## config.mk

```make
export PLATFORM = sky130hd
export DESIGN_NAME = medidor_frecuencia_flat
export DESIGN_NICKNAME = d
export VERILOG_FILES = /design/src/rtl/medidor_frecuencia_pkg.sv /design/src/rtl/medidor_frecuencia_if.sv /design/src/rtl/medidor_frecuencia_sincronizador_flanco.sv /design/src/rtl/medidor_frecuencia.sv /design/src/flat_wrapper.sv
export SDC_FILE = /design/constraint.sdc
export NUM_CORES = 1
export LEC_CHECK = 0
export ABC_AREA = 1
export BUFFER_PORTS_ARGS = -buffer_cell sky130_fd_sc_hd__buf_2
export CAP_MARGIN = 5
export CORE_ASPECT_RATIO = 1.2
export CORE_MARGIN = 5
export CORE_UTILIZATION = 30
export DETAILED_ROUTE_END_ITERATION = 8
export PLACE_DENSITY = 0.53
export REMOVE_ABC_BUFFERS = 1
export SYNTH_ARGS = -nofsm -noshare
export SYNTH_HDL_FRONTEND = slang
export SYNTH_HIERARCHICAL = 1
export SYNTH_SLANG_ARGS = --single-unit
```

## constraint.sdc

```tcl
create_clock -name clk -period 4.6 [get_ports clk]
set_input_delay 0.92 -clock clk [delete_from_list [all_inputs] [get_ports clk]]
set_output_delay 0.92 -clock clk [all_outputs]
set_load 0.005 [all_outputs]
```

## src/rtl/medidor_frecuencia_pkg.sv

```systemverilog
// Shared definitions for the frequency meter: period FSM encoding, system clock
// constant shared with the tone divider, and saturating-increment helpers.
package medidor_frecuencia_pkg;

    typedef enum logic [0:0] {
        ESPERA = 1'b0,
        MIDE   = 1'b1
    } estado_t;

    localparam int          FREQ_FPGA = 50000000;
    localparam logic [31:0] SAT32     = 32'hFFFF_FFFF;
    localparam logic [30:0] SAT31     = 31'h7FFF_FFFF;

    function automatic logic [30:0] inc_sat31(input logic [30:0] valor, input logic en);
        logic [30:0] res;
        if (!en) begin
            res = valor;
        end else if (valor == SAT31) begin
            res = valor;
        end else begin
            res = valor + 31'd1;
        end
        return res;
    endfunction

    function automatic logic [31:0] inc_sat32(input logic [31:0] valor);
        logic [31:0] res;
        if (valor == SAT32) begin
            res = valor;
        end else begin
            res = valor + 32'd1;
        end
        return res;
    endfunction

endpackage

```

## src/rtl/medidor_frecuencia_if.sv

```systemverilog
// Measurement bus of the frequency meter: the wave to measure and the
// reported frequency, period and silence status.
interface medidor_frecuencia_if;

    logic               sig_in;
    logic signed [31:0] freq;
    logic               freq_valid;
    logic [31:0]        periodo;
    logic               periodo_valid;
    logic               silencio;

    modport master (
        input  sig_in,
        output freq,
        output freq_valid,
        output periodo,
        output periodo_valid,
        output silencio
    );

    modport slave (
        output sig_in,
        input  freq,
        input  freq_valid,
        input  periodo,
        input  periodo_valid,
        input  silencio
    );

endinterface

```

## src/rtl/medidor_frecuencia_sincronizador_flanco.sv

```systemverilog
// Two-flop synchronizer for an asynchronous input plus a one-cycle pulse on
// its synchronized rising edge; also used for the push-buttons.
module sincronizador_flanco (
    input  logic clk,
    input  logic rst,
    input  logic d,
    output logic flanco
);

    logic s1_r;
    logic s2_r;
    logic s3_r;

    // Synchronizer chain with a delayed copy for edge comparison
    always_ff @(posedge clk) begin
        if (rst) begin
            s1_r <= 1'b0;
            s2_r <= 1'b0;
            s3_r <= 1'b0;
        end else begin
            s1_r <= d;
            s2_r <= s1_r;
            s3_r <= s2_r;
        end
    end

    assign flanco = s2_r & ~s3_r;

endmodule

```

## src/rtl/medidor_frecuencia.sv

```systemverilog
// Frequency meter: counts rising edges per gate window, measures the period
// between consecutive rising edges and flags silence when edges stop.
module medidor_frecuencia
    import medidor_frecuencia_pkg::*;
#(
    parameter int freq_in        = FREQ_FPGA,
    parameter int GATE_CYCLES    = freq_in,
    parameter int TIMEOUT_CYCLES = FREQ_FPGA
) (
    input  logic                 clk,
    input  logic                 rst,
    medidor_frecuencia_if.master bus
);

    localparam logic [31:0] GATE_LAST   = 32'(GATE_CYCLES - 1);
    localparam logic [31:0] TIMEOUT_LIM = 32'(TIMEOUT_CYCLES);
    localparam logic [31:0] TIMEOUT_PRE = 32'(TIMEOUT_CYCLES - 1);

    logic               rise_s;
    logic               gate_fin_s;
    logic               timeout_s;
    logic [30:0]        edge_next_s;

    logic [31:0]        gate_cnt_r;
    logic [30:0]        edge_cnt_r;
    logic signed [31:0] freq_r;
    logic               freq_valid_r;

    estado_t            estado_r;
    logic [31:0]        per_cnt_r;
    logic [31:0]        idle_cnt_r;
    logic [31:0]        periodo_r;
    logic               periodo_valid_r;
    logic               silencio_r;

    sincronizador_flanco u_sinc (
        .clk    (clk),
        .rst    (rst),
        .d      (bus.sig_in),
        .flanco (rise_s)
    );

    // Terminal-cycle and timeout decodes; a rise in the timeout cycle cancels it
    always_comb begin
        gate_fin_s  = (gate_cnt_r == GATE_LAST);
        edge_next_s = inc_sat31(edge_cnt_r, rise_s);
        if (rise_s) begin
            timeout_s = 1'b0;
        end else begin
            timeout_s = (idle_cnt_r == TIMEOUT_PRE);
        end
    end

    // Gate window: count edges, report the closing window including its last cycle
    always_ff @(posedge clk) begin
        if (rst) begin
            gate_cnt_r   <= 32'd0;
            edge_cnt_r   <= 31'd0;
            freq_r       <= 32'sd0;
            freq_valid_r <= 1'b0;
        end else if (gate_fin_s) begin
            gate_cnt_r   <= 32'd0;
            edge_cnt_r   <= 31'd0;
            freq_r       <= signed'({1'b0, edge_next_s});
            freq_valid_r <= 1'b1;
        end else begin
            gate_cnt_r   <= gate_cnt_r + 32'd1;
            edge_cnt_r   <= edge_next_s;
            freq_valid_r <= 1'b0;
        end
    end

    // Idle counter: cycles since the last rise, held once it reaches the timeout
    always_ff @(posedge clk) begin
        if (rst) begin
            idle_cnt_r <= 32'd0;
        end else if (rise_s) begin
            idle_cnt_r <= 32'd0;
        end else if (idle_cnt_r != TIMEOUT_LIM) begin
            idle_cnt_r <= idle_cnt_r + 32'd1;
        end else begin
            idle_cnt_r <= idle_cnt_r;
        end
    end

    // Period FSM: first edge arms the measurement, each later edge reports it
    always_ff @(posedge clk) begin
        if (rst) begin
            estado_r        <= ESPERA;
            per_cnt_r       <= 32'd0;
            periodo_r       <= 32'd0;
            periodo_valid_r <= 1'b0;
            silencio_r      <= 1'b1;
        end else begin
            periodo_valid_r <= 1'b0;
            if (timeout_s) begin
                estado_r   <= ESPERA;
                periodo_r  <= 32'd0;
                silencio_r <= 1'b1;
            end else begin
                case (estado_r)
                    ESPERA: begin
                        if (rise_s) begin
                            estado_r  <= MIDE;
                            per_cnt_r <= 32'd1;
                        end else begin
                            estado_r  <= ESPERA;
                        end
                    end
                    MIDE: begin
                        if (rise_s) begin
                            periodo_r       <= per_cnt_r;
                            periodo_valid_r <= 1'b1;
                            per_cnt_r       <= 32'd1;
                            silencio_r      <= 1'b0;
                        end else begin
                            per_cnt_r       <= inc_sat32(per_cnt_r);
                        end
                    end
                    default: begin
                        estado_r <= ESPERA;
                    end
                endcase
            end
        end
    end

    assign bus.freq          = freq_r;
    assign bus.freq_valid    = freq_valid_r;
    assign bus.periodo       = periodo_r;
    assign bus.periodo_valid = periodo_valid_r;
    assign bus.silencio      = silencio_r;

endmodule

```

## src/flat_wrapper.sv

```systemverilog
// flat-port wrapper written by rule: the top's interface ports become plain ports
module medidor_frecuencia_flat import medidor_frecuencia_pkg::*;
#(
    parameter int freq_in        = FREQ_FPGA,
    parameter int GATE_CYCLES    = freq_in,
    parameter int TIMEOUT_CYCLES = FREQ_FPGA
)
  (clk, rst, bus_sig_in, bus_freq, bus_freq_valid, bus_periodo, bus_periodo_valid, bus_silencio);
  medidor_frecuencia_if bus_i ();
  input  logic clk;
  input  logic rst;
  input wire logic [$bits(bus_i.sig_in)-1:0] bus_sig_in;
  output wire logic [$bits(bus_i.freq)-1:0] bus_freq;
  output wire logic [$bits(bus_i.freq_valid)-1:0] bus_freq_valid;
  output wire logic [$bits(bus_i.periodo)-1:0] bus_periodo;
  output wire logic [$bits(bus_i.periodo_valid)-1:0] bus_periodo_valid;
  output wire logic [$bits(bus_i.silencio)-1:0] bus_silencio;
  assign bus_i.sig_in = bus_sig_in;
  assign bus_freq = bus_i.freq;
  assign bus_freq_valid = bus_i.freq_valid;
  assign bus_periodo = bus_i.periodo;
  assign bus_periodo_valid = bus_i.periodo_valid;
  assign bus_silencio = bus_i.silencio;
  medidor_frecuencia #(.freq_in(freq_in), .GATE_CYCLES(GATE_CYCLES), .TIMEOUT_CYCLES(TIMEOUT_CYCLES)) u_core (.clk(clk), .rst(rst), .bus(bus_i));
endmodule
```

**Word-level counts from Yosys, hierarchy flattened**

Index checks and enable logic that the tools add are counted.
Widths: inputs -> output; s select.

- Bits in registers: 197
- Memories: 0
- Bits of input ports: 3
- Memory bits (read-only): 0
- Latch bits: 0
- Word-level logic and storage cells: 44
- Memory bits (writable): 0

- Divide/modulo/power cells: 0
- Equality and inequality tests: 7
- Reductions and logical operators: 6
- Multiplexer cells: 10
- $mul: 0
- Magnitude comparators: 0
- Shift operators: 0
- Bitwise logic cells: 4
- Add/sub/neg operators: 4

Operator list:

| operator | count |
|---|---|
| $add 32x1->32 const B | 3 |
| $mux 32 | 3 |
| $eq 32x26->1 const B | 2 |
| $pmux 32 s2 | 1 |
| $mux 31 | 2 |
| $eq 32x32->1 const B | 1 |
| $ne 32x26->1 const B | 1 |
| $add 31x1->31 const B | 1 |
| $eq 31x31->1 const B | 1 |
| $reduce_or 2->1 | 3 |
| $mux 1 | 4 |
| $ne 3x2->1 const B | 1 |
| $not 1->1 | 3 |
| $reduce_and 3->1 | 1 |
| $reduce_or 3->1 | 1 |
| $ne 2x1->1 const B | 1 |
| $reduce_and 2->1 | 1 |
| $and 1x1->1 | 1 |

**Longest topological paths before layout**

- Depth after elaboration: 5
- Gate-level depth with buffers: 14
- Gate-level depth less buffers: 13

**Cells and area by module**

The synthesis kept the hierarchy.

Modules (own cells, without submodules):

| module | seq. area each (um^2) | area each (um^2) | cells an instance | times used |
|---|---|---|---|---|
| medidor_frecuencia | 3883.7 | 9640.5 | 1489 | 1 |
| sincronizador_flanco | 60.1 | 86.3 | 10 | 1 |

**Worst setup path before layout**

Ideal clock, no wire load.

- Path type: reg-to-reg
- Start: reg u_core.gate_cnt_r[0]
- End: reg u_core.edge_cnt_r[1]
- Setup time: 0.117 ns
- Clock period less this slack: 1.763 ns
- Required time: 4.483 ns
- Data arrival time: 1.645 ns
- Stages on the path, launching flop included: 9
- Buffers on the path: 2
- Setup slack: 2.837 ns
- Cell sequence: dfxtp_1 ha_1 nand3_1 nor4_1 nand4_1 nand2_1 buf_2 buf_2 nor2_1

- Word-level cells in the longest chain between the ends: 2

RTL lines:

| item | line | source |
|---|---|---|
| start: declaration | medidor_frecuencia.sv:24 | `logic [31:0] gate_cnt_r;` |
| start signal: assignment | medidor_frecuencia.sv:67 | `gate_cnt_r <= gate_cnt_r + 32'd1;` |
| $eq 32x26->1 | medidor_frecuencia.sv:45 | `gate_fin_s = (gate_cnt_r == GATE_LAST);` |
| $reduce_or 2->1 (no line) | -- |  |
| end signal: assignment | medidor_frecuencia.sv:68 | `edge_cnt_r <= edge_next_s;` |
| end: declaration | medidor_frecuencia.sv:25 | `logic [30:0] edge_cnt_r;` |

Every way passes these cells.
A chain may end at the register's enable or synchronous reset.

**Final worst setup path**

- Start: reg u_core.u_sinc.s2_r
- End: reg u_core.periodo_r[23] (netlist: u_core/bus.periodo[23])

- Word-level cells in the longest chain between the ends: 3

RTL lines:

| item | line | source |
|---|---|---|
| start: declaration | medidor_frecuencia_sincronizador_flanco.sv:11 | `logic s2_r;` |
| start signal: assignment | medidor_frecuencia_sincronizador_flanco.sv:22 | `s2_r <= s1_r;` |
| $and 1x1->1 * | medidor_frecuencia_sincronizador_flanco.sv:27 | `assign flanco = s2_r & ~s3_r;` |
| via u_core.rise_s | medidor_frecuencia.sv:19 | `logic rise_s;` |
| $mux 1 | medidor_frecuencia.sv:47 | `if (rise_s) begin` |
| $reduce_or 2->1 (no line) | -- |  |
| end signal: assignment | medidor_frecuencia.sv:112 | `periodo_r <= per_cnt_r;` |
| end: declaration | medidor_frecuencia.sv:32 | `logic [31:0] periodo_r;` |

Mark *: on every way through the listed nets, which the timed path passes. The rest lies on a longest branch.

==> out/metrics.cfg <==
[layout]
diodes=0
syn_to_final_growth_pct=13.4
layout_commonest_cell=nand2_1
layout.cells.non_filler=1972
drive_above_1_share_pct=9.01
final_cell_mix=482 x nand2_1, 197 x dfxtp_1, 192 x nor2_1
fillers=3496
seq_area_um2=3940
nets=1561
multi_input_area_um2=4950

[synth]
yosys.area_share.simple_pct=39.8
synth_edf_count=0
ys_ff_latch=197
synth_fa_ha_area_share_pct=0.643
synth.avg_cell_area_um2=6.49
synth.area.mux_share_pct=0
yosys.cell_types.count=37
async_reset_ff_share_pct=0
synthXorXnorAreaFrac_pct=1.08
syn_inst=1499
synth_top_family_by_area=simple AND/OR/NAND/NOR gates
yosys_warnings=6
yosysSeqAreaShare_pct=40.5
synth_area_um2=9730
synthFlopType=dfxtp_1
synth_compound_area_share_pct=9.34

[global_routing]
grt_pass1_wl_um=42900
grt-ovfl-total=0
first_global_vias=8772
grt_usage_pct=14.1
antenna_found_initial=0
grt_start_max_net_pins=60

[min_path]
hold_depth=2
hold_end=u_core/u_sinc/s2_r
hold_class=reg -> reg
min_from=u_core/u_sinc/s1_r

[job]
cap_violations=0

[critical_path]
required_ns=4.94
endpoint_kind=flip-flop
reg2reg_slack_ns=1.88
criticalPathCategory=reg -> reg
cp_max_fo=32
reg2reg_depth=8
worst_ep_arrival_time_ns=3.06
r2r-start=u_core/u_sinc/s2_r
critPathLaunchType=flip-flop
reg2reg_to=u_core/bus.periodo[23]

[sta]
tns_ns=0
fin_crit_ns=2.72
tightestPinTransition_ns=1.18
fin_skew_ns=0.00731
maxSlewHeadroom_pct=21.0
max_freq_ghz=0.368
setup_violations=0
hold_viol_final=0
post-route-period-util_pct=59.0
rsz0062_at_grt=false
finalMaxSlewViolations=0

[placement]
port_buffers=68
hpwlAfterDp_um=18500
gp_congestion=0.875
dp_cells=1941

[clock_tree]
clk_pin_slew_worst_paths_ns=0.07
clock_latency_ns=0.43
tritoncts=done
cts-resized-gates=0
clock_sinks=197
htree_levels=4
cts_root_buf=clkbuf_16
cts_setup_buffers=0
ctsHoldBuffers=0
cts-buffers-inserted=17
clockBufferDepth=2

[drt]
ant_nets=0
drtPass1Iterations=5
dr_total_vias=9198
avgViaCountPerCell=4.66
drc_errors=0
wire_per_inst_um=12.9
wl_um=25400
drt_iter0_markers=473

[power]
vdd_drop_max_mv=0.220
leakagePower_uw=0.00431
power_density_nw_per_um2=305

[floorplan]
coreArea_um2=32200
io_pins=70
die_area_um2=36100
die_h_um=207
die_w_um=174
initial_utilization_pct=30.2
rows=72

[run_status]
status=complete, no violations

-- stage by stage --
stage / setup slack [ns] / hold WS [ns] / cell area [µm²] / util, % / total power, µW
after floorplan: 1.70 / 0.388 / 9530 / - / 1820
after global placement: 1.86 / 0.392 / 10400 / 32.4 / 1860
after CTS: 1.79 / 0.412 / 11000 / 34.3 / 3420
final: 1.88 / 0.407 / 11000 / 34.3 / 3370
after global routing: 1.49 / 0.452 / 11000 / 34.3 / 3500
after detailed placement: 1.77 / 0.400 / 10400 / 32.4 / 1860
-- worst max path at each step --
stage	endpoint	slack, ns	from	depth (start not counted)
6_report	u_core/bus.periodo[23]	1.88	u_core/u_sinc/s2_r	8
5_1_grt	u_core/bus.periodo[23]	1.49	u_core/u_sinc/s2_r	8
4_1_cts	u_core/bus.periodo[23]	1.79	u_core/u_sinc/s2_r	8
3_5_place_dp	u_core/bus.periodo[18]	1.77	rst	4
3_3_place_gp	u_core/bus.periodo[12]	1.86	rst	4
2_1_floorplan	u_core/edge_cnt_r[12]	1.70	rst	4
-- cell type report --
class                   count  share of cell area, %
clock buffers              19                   4.11
clock inverters            12                   1.37
inverters                 170                   5.79
multi-input cells        1094                   44.9
flip-flops and latches    197                   35.8
well taps                 407                   4.62
repair buffers             73                   3.43
-- power breakdown --
part / switching [µW] / total [µW] / internal [µW]
combinational: 76.0 / 96.7 / 20.7
sequential: 6.35 / 1720 / 1710
clock: 669 / 1550 / 883
total: 751 / 3370 / 2620
-- synth_stat cells, types with 10 or more instances --
cell      instances  area (µm²)
nand2_1         483        1810
buf_2            11        55.1
o21ai_0          56         280
inv_1           163         612
dfxtp_1         197        3940
a21oi_1         101         505
clkbuf_1         20        75.1
nand3b_1         11        82.6
nor3_1           47         235
nor2_1          193         724
nand4_1          35         219
nand3_1          87         435
or2_2            10        62.6
-- metal layers --
| metal | GRT usage [%] | wire, µm | vias up | part of all wire, % |
|---|---|---|---|---|
| li1 | - | - | 4883 | - |
| met3 | 2.40 | 1010 | 22 | 4.0 |
| met4 | 4.37 | 323 | 0 | 1.3 |
| met1 | 18.4 | 12000 | 4114 | 47 |
| met2 | 23.7 | 12000 | 179 | 47 |
| met5 | 0 | 0 | - | 0 |
-- critical path, cell delays in order (launching register included) --
cell	delay, ns
dfxtp_1	0.31
inv_1	0.04
nor2_1	0.14
buf_4	0.27
nand2_1	0.43
buf_4	0.37
inv_1	0.71
nand2_1	0.15
a21oi_1	0.18
-- registers in the layout, summed over array words and instances, names as in the netlist --
register / cells
u_core/bus.periodo: 32
u_core/gate_cnt_r: 32
u_core/idle_cnt_r: 32
u_core/per_cnt_r: 32
u_core/bus.freq: 31
u_core/edge_cnt_r: 31
u_core/bus.freq_valid: 1
u_core/bus.periodo_valid: 1
u_core/bus.silencio: 1
u_core/estado_r: 1
u_core/u_sinc/s1_r: 1
u_core/u_sinc/s2_r: 1
u_core/u_sinc/s3_r: 1
-- cells by family after synthesis --
family	count (synthesis)
flops	197
fa+ha+maj	5
compound gates	175
buf+inv	208
simple gates	901
xor+xnor	12
other cells	1
Power figures use the tool's default switching activity.
